File: src/rtl/uart_rx_if.sv
// Receive-side word port: received word, per-word error flags and the valid/ready handshake.
// The master drives the word; the slave (FIFO or host) drives rx_ready.
interface uart_rx_if #(
  parameter int DATA_BITS = 8
);
  logic [DATA_BITS-1:0] rx_data;
  logic                 rx_valid;
  logic                 rx_ready;
  logic                 parity_err;
  logic                 frame_err;
  logic                 overrun_err;

  modport master (
    output rx_data, rx_valid, parity_err, frame_err, overrun_err,
    input  rx_ready
  );

  modport slave (
    input  rx_data, rx_valid, parity_err, frame_err, overrun_err,
    output rx_ready
  );
endinterface

File: src/rtl/uart_rx.sv
// Oversampled UART receiver: synchronises rx, qualifies the start bit, samples
// data/parity/stop at bit centres and presents each word with error flags.
//
// state    | meaning
// ---------+---------------------------------------------------------
// S_IDLE   | line idle, waiting for a high-to-low edge on a tick
// S_START  | confirming the start bit at its centre (glitch filter)
// S_DATA   | sampling DATA_BITS data bits, LSB first
// S_PAR    | sampling the parity bit (only when PARITY != 0)
// S_STOP   | sampling the stop bit, then delivering the word
module uart_rx #(
  parameter int DATA_BITS  = 8,
  parameter int OVERSAMPLE = 16,
  parameter int PARITY     = 0
) (
  input  logic      clk,
  input  logic      reset,
  input  logic      sample_tick,
  input  logic      rx,
  output logic      busy,
  uart_rx_if.master rxo
);

  localparam int             TW       = $clog2(OVERSAMPLE);
  localparam logic [TW-1:0]  HALF_M1  = TW'(OVERSAMPLE / 2 - 1);
  localparam logic [TW-1:0]  FULL_M1  = TW'(OVERSAMPLE - 1);
  localparam logic [2:0]     LAST_BIT = 3'(DATA_BITS - 1);

  typedef enum logic [2:0] {S_IDLE, S_START, S_DATA, S_PAR, S_STOP} state_t;

  state_t               state;
  logic                 rx_m;
  logic                 rx_s;
  logic                 tick_last;
  logic [TW-1:0]        tick_cnt;
  logic [2:0]           bit_cnt;
  logic [DATA_BITS-1:0] shreg;
  logic                 par_err_q;

  logic centre;
  logic handshake;
  logic par_calc;

  assign centre    = sample_tick && (tick_cnt == FULL_M1);
  assign handshake = rxo.rx_valid && rxo.rx_ready;
  assign par_calc  = (^shreg) ^ rx_s;

  always_ff @(posedge clk) begin
    if (reset) begin
      rx_m            <= 1'b1;
      rx_s            <= 1'b1;
      tick_last       <= 1'b1;
      state           <= S_IDLE;
      tick_cnt        <= '0;
      bit_cnt         <= '0;
      shreg           <= '0;
      par_err_q       <= 1'b0;
      busy            <= 1'b0;
      rxo.rx_data     <= '0;
      rxo.rx_valid    <= 1'b0;
      rxo.parity_err  <= 1'b0;
      rxo.frame_err   <= 1'b0;
      rxo.overrun_err <= 1'b0;
    end else begin
      rx_m <= rx;
      rx_s <= rx_m;
      if (sample_tick) tick_last <= rx_s;

      // Handshake clears first so a delivery or overrun in the same cycle wins.
      if (handshake) begin
        rxo.rx_valid    <= 1'b0;
        rxo.overrun_err <= 1'b0;
      end

      if (sample_tick) begin
        case (state)
          S_IDLE: begin
            if (!rx_s && tick_last) begin
              state     <= S_START;
              busy      <= 1'b1;
              tick_cnt  <= '0;
              bit_cnt   <= '0;
              par_err_q <= 1'b0;
            end
          end
          S_START: begin
            if (tick_cnt == HALF_M1) begin
              tick_cnt <= '0;
              bit_cnt  <= '0;
              if (!rx_s) begin
                state <= S_DATA;
              end else begin
                state <= S_IDLE;
                busy  <= 1'b0;
              end
            end else begin
              tick_cnt <= tick_cnt + 1'b1;
            end
          end
          S_DATA: begin
            if (tick_cnt == FULL_M1) begin
              tick_cnt <= '0;
              shreg    <= {rx_s, shreg[DATA_BITS-1:1]};
              if (bit_cnt == LAST_BIT) begin
                bit_cnt <= '0;
                state   <= (PARITY != 0) ? S_PAR : S_STOP;
              end else begin
                bit_cnt <= bit_cnt + 1'b1;
              end
            end else begin
              tick_cnt <= tick_cnt + 1'b1;
            end
          end
          S_PAR: begin
            if (centre) begin
              tick_cnt  <= '0;
              bit_cnt   <= '0;
              state     <= S_STOP;
              par_err_q <= (PARITY == 1) ? par_calc :
                           (PARITY == 2) ? !par_calc : 1'b0;
            end else begin
              tick_cnt <= tick_cnt + 1'b1;
            end
          end
          S_STOP: begin
            if (centre) begin
              tick_cnt <= '0;
              bit_cnt  <= '0;
              state    <= S_IDLE;
              busy     <= 1'b0;
              if (!rxo.rx_valid || rxo.rx_ready) begin
                rxo.rx_data    <= shreg;
                rxo.parity_err <= par_err_q;
                rxo.frame_err  <= !rx_s;
                rxo.rx_valid   <= 1'b1;
              end else begin
                rxo.overrun_err <= 1'b1;
              end
            end else begin
              tick_cnt <= tick_cnt + 1'b1;
            end
          end
          default: begin
            state    <= S_IDLE;
            busy     <= 1'b0;
            tick_cnt <= '0;
            bit_cnt  <= '0;
          end
        endcase
      end
    end
  end

endmodule
File: src/flat_wrapper.sv
// flat-port wrapper written by rule: the top's interface ports become plain ports
module uart_rx_flat 
#(
  parameter int DATA_BITS  = 8,
  parameter int OVERSAMPLE = 16,
  parameter int PARITY     = 0
)
  (clk, reset, sample_tick, rx, busy, rxo_rx_data, rxo_rx_valid, rxo_parity_err, rxo_frame_err, rxo_overrun_err, rxo_rx_ready);
  uart_rx_if #(.DATA_BITS(DATA_BITS)) rxo_i ();
  input  logic clk;
  input  logic reset;
  input  logic sample_tick;
  input  logic rx;
  output logic busy;
  output wire logic [$bits(rxo_i.rx_data)-1:0] rxo_rx_data;
  output wire logic [$bits(rxo_i.rx_valid)-1:0] rxo_rx_valid;
  output wire logic [$bits(rxo_i.parity_err)-1:0] rxo_parity_err;
  output wire logic [$bits(rxo_i.frame_err)-1:0] rxo_frame_err;
  output wire logic [$bits(rxo_i.overrun_err)-1:0] rxo_overrun_err;
  input wire logic [$bits(rxo_i.rx_ready)-1:0] rxo_rx_ready;
  assign rxo_rx_data = rxo_i.rx_data;
  assign rxo_rx_valid = rxo_i.rx_valid;
  assign rxo_parity_err = rxo_i.parity_err;
  assign rxo_frame_err = rxo_i.frame_err;
  assign rxo_overrun_err = rxo_i.overrun_err;
  assign rxo_i.rx_ready = rxo_rx_ready;
  uart_rx #(.DATA_BITS(DATA_BITS), .OVERSAMPLE(OVERSAMPLE), .PARITY(PARITY)) u_core (.clk(clk), .reset(reset), .sample_tick(sample_tick), .rx(rx), .busy(busy), .rxo(rxo_i));
endmodule
File: config.mk
export PLATFORM = sky130hd
export DESIGN_NAME = uart_rx_flat
export DESIGN_NICKNAME = d
export VERILOG_FILES = /design/src/rtl/uart_rx_if.sv /design/src/rtl/uart_rx.sv /design/src/flat_wrapper.sv
export SDC_FILE = /design/constraint.sdc
export NUM_CORES = 1
export LEC_CHECK = 0
export ABC_AREA = 1
export CORE_UTILIZATION = 45
export CTS_BUF_LIST = sky130_fd_sc_hd__clkbuf_2 sky130_fd_sc_hd__clkbuf_4 sky130_fd_sc_hd__clkbuf_8
export DETAILED_ROUTE_END_ITERATION = 10
export DONT_BUFFER_PORTS = 1
export PLACE_DENSITY = 0.64
export SYNTH_ARGS = -nofsm -noshare
export SYNTH_HDL_FRONTEND = slang
export SYNTH_SLANG_ARGS = --single-unit
File: constraint.sdc
create_clock -name clk -period 2.7 [get_ports clk]
set_input_delay 0.135 -clock clk [delete_from_list [all_inputs] [get_ports clk]]
set_output_delay 0.135 -clock clk [all_outputs]
set_load 0.03 [all_outputs]
==> flow_summary_export.csv <==
group,metric,value,unit
sta,report.final.slew_viol_count,0,
floorplan,die_w,61.4,um
power,irDropWorstVdd,0.487,mV
sta,timing.final.crit_period,1500,ps
sta,worstMarginPinSlew,624,ps
sta,rsz0062_at_grt,"false",
power,p_int,0.842,mW
sta,fmax,0.667,GHz
grt,grt_pass1_wl,4620,um
finish,fin_nets,227,
detailed_routing,vias,1268,
power,pwr-share-comb,0.400,
grt,grt_pass1_vias,1054,
detailed_routing,via_per_inst,4.77,
cts,max-clock-path-buffers,2,
floorplan,io_pins,18,
grt,grt_max_degree,25,
detailed_routing,wire_per_inst,10.9,um
grt,grt_overflow_total,0,
synth,synthesis.area,0.00159,mm2
power,powerDensity,876,mW/mm2
floorplan,start_util,0.471,
detailed_routing,drc,0,
sta,setup_violations,0,
synth,synth_seq_cells,33,
sta,finClkSkew,10.6,ps
cts,cts_inserted_buffers,5,
floorplan,die_y,61.4,um
grt,track_usage,0.168,
placed_design,place_hpwl,2020,um
placed_design,post_dp_cell_area,0.00159,mm2
hold_path,hold_depth,3,
finish,fin_area,0.00168,mm2
critical_path,endpoint_kind,"flip-flop",
power,pwr-share-clk,0.185,
floorplan,die-area,0.00376,mm2
grt,antenna_found_initial,0,
critical_path,crit_fanout,18,
critical_path,cp.arrival,1720,ps
hold_path,hold_path_class,"input port to flip-flop",
synth,synth_cell_type_count,27,
synth,synthCells,215,
detailed_routing,route.antenna.remaining_nets,0,
critical_path,required,2920,ps
cts,clock_sinks,33,
sta,slew_headroom,0.584,
sta,timing_hold_violations_final,0,
status,status,"completed",
cts,ctsResizeCount,0,
sta,fin_tns_setup,0,ps
placed_design,place.gp.congestion,0.832,
finish,drive_above_1_share,0.136,
power,p_seq_frac,0.416,
detailed_routing,routed_wl,2900,um
synth,synth.avg_cell_area,7.37,um2
synth,syn_nets,223,
synth,ys_warn_count,0,
critical_path,r2r_cells,6,
finish,antenna_cells,0,
floorplan,core-area,0.00336,mm2
cts,cts_root_buffer,"clkbuf_4",
placed_design,port_buffers,0,
sta,period_share,0.555,
synth,ys_seq_area_frac,0.417,
finish,fillers,358,
critical_path,worst_setup_path_start_kind,"flip-flop",
power,switching_share,0.429,
power,switchingPower,0.633,mW
cts,cts_tree,"done",
detailed_routing,dr.pass1.iters,4,
cts,cts.clk_slew.worst_paths,100,ps
floorplan,row_count,21,
power,leakage,0.708,nW
job,drv_cap,0,
detailed_routing,drt_iter0_markers,47,
critical_path,criticalPathCategory,"flip-flop to flip-flop",
cts,insertion_delay,330,ps
cts,h-tree-depth,2,
finish,area_growth,6.16,%
## synthesized netlist by cell type, drive strengths merged
cell type,count,area share
or2,2,0.0079
o21a,1,0.0047
nand3,17,0.069
a21oi,20,0.063
buf,6,0.032
nand2,38,0.10
xor2,1,0.0055
clkbuf,1,0.0024
conb,1,0.0024
dfxtp,33,0.42
ha,3,0.024
o211ai,1,0.0047
nand4,6,0.028
o21ai,19,0.062
nor2,33,0.094
inv,32,0.076
clkinv,1,0.0032
## what timing repair did
action,in CTS,in global routing
hold buffers,4,0
hold endpoints to repair,10,0
buffers inserted,0,0
## power groups by stage
stage | clock, mW | sequential [mW] | combinational (mW)
global route | 0.302 | 0.621 | 0.665
floorplan | 0 | 0.600 | 0.538
global placement | 0 | 0.624 | 0.579
CTS | 0.283 | 0.613 | 0.592
detailed placement | 0 | 0.623 | 0.584
finish | 0.272 | 0.613 | 0.589
## metal layers
layer,GRT usage,vias up,share of wire
met3,0.0567,6,0.048
met5,0,-,0
met4,0.0667,0,0.014
met1,0.232,544,0.53
met2,0.242,22,0.40
li1,-,696,-
## sequential cells by signal (all words and copies together) (netlist names), 3 cells and up
register            count
u_core.state            3
u_core.shreg            8
u_core.tick_cnt         4
u_core.bit_cnt          3
u_core.rxo.rx_data      8
## area by class of cell
type | count | area, um2 | share of cell area
multi-input combinational | 142 | 744 | 0.442
sequential | 33 | 661 | 0.393
inverter | 33 | 125 | 0.0743
tap | 46 | 57.6 | 0.0342
timing repair buffer | 4 | 40.0 | 0.0238
clock buffer | 5 | 37.5 | 0.0223
clock inverter | 3 | 17.5 | 0.0104
## cell families (layout without fill, tap and decap cells)
| group | Yosys count | count (layout) | share of synthesized area |
|---|---|---|---|
| xor+xnor | 1 | 1 | 0.00553 |
| flops | 33 | 33 | 0.417 |
| compound gates | 41 | 41 | 0.135 |
| simple gates | 96 | 96 | 0.303 |
| buf+inv | 40 | 45 | 0.114 |
| fa+ha+maj | 3 | 3 | 0.0237 |
| other cells | 1 | 1 | 0.00237 |
## path summary, 6_finish.rpt
check,from,end,slack (ps)
setup / recovery,u_core.tick_cnt[1]$_SDFFE_PP0P_,u_core.rxo.rx_data[4]$_SDFFE_PP0P_,1200
setup reg to reg,u_core.tick_cnt[1]$_SDFFE_PP0P_,u_core.rxo.rx_data[4]$_SDFFE_PP0P_,1200
hold reg to reg,u_core.rx_m$_SDFF_PP1_,u_core.rx_s$_SDFF_PP1_,420
hold / removal,rxo_rx_ready,u_core.rxo.rx_valid$_SDFF_PP0_,80
## critical path, cell delays in order, from the launching register on
cell,delay [ps]
dfxtp_1,370
ha_1,250
nand4_2,190
inv_2,150
nand3_4,180
o21ai_0,200
a21oi_1,60
## per-stage QoR
stage	util	setup WS, ps	cells	hold slack [ps]	power, mW
6_report	0.500	1200	266	75.1	1.47
5_1_grt	0.500	1050	266	80.6	1.59
4_1_cts	0.500	1180	266	55.0	1.49
3_5_place_dp	0.472	1210	254	207	1.21
3_3_place_gp	0.472	1240	254	206	1.20
2_1_floorplan	-	1360	215	239	1.14
## cell usage in the layout, fill, tap and decap left out, types with 2 or more instances in the layout
cell | synthesis | layout
a21oi_1 | 20 | 20
clkbuf_4 | 0 | 5
clkinv_2 | 1 | 3
dfxtp_1 | 33 | 33
dlygate4sd3_1 | 0 | 4
ha_1 | 3 | 3
inv_1 | 30 | 30
inv_2 | 2 | 2
nand2_1 | 31 | 31
nand2_2 | 6 | 6
nand3_1 | 15 | 15
nand3_4 | 2 | 2
nand4_1 | 5 | 5
nor2_1 | 27 | 27
nor2_2 | 4 | 4
nor2_4 | 2 | 2
o21ai_0 | 18 | 18
or2_2 | 2 | 2
Power figures use the tool's default switching activity.
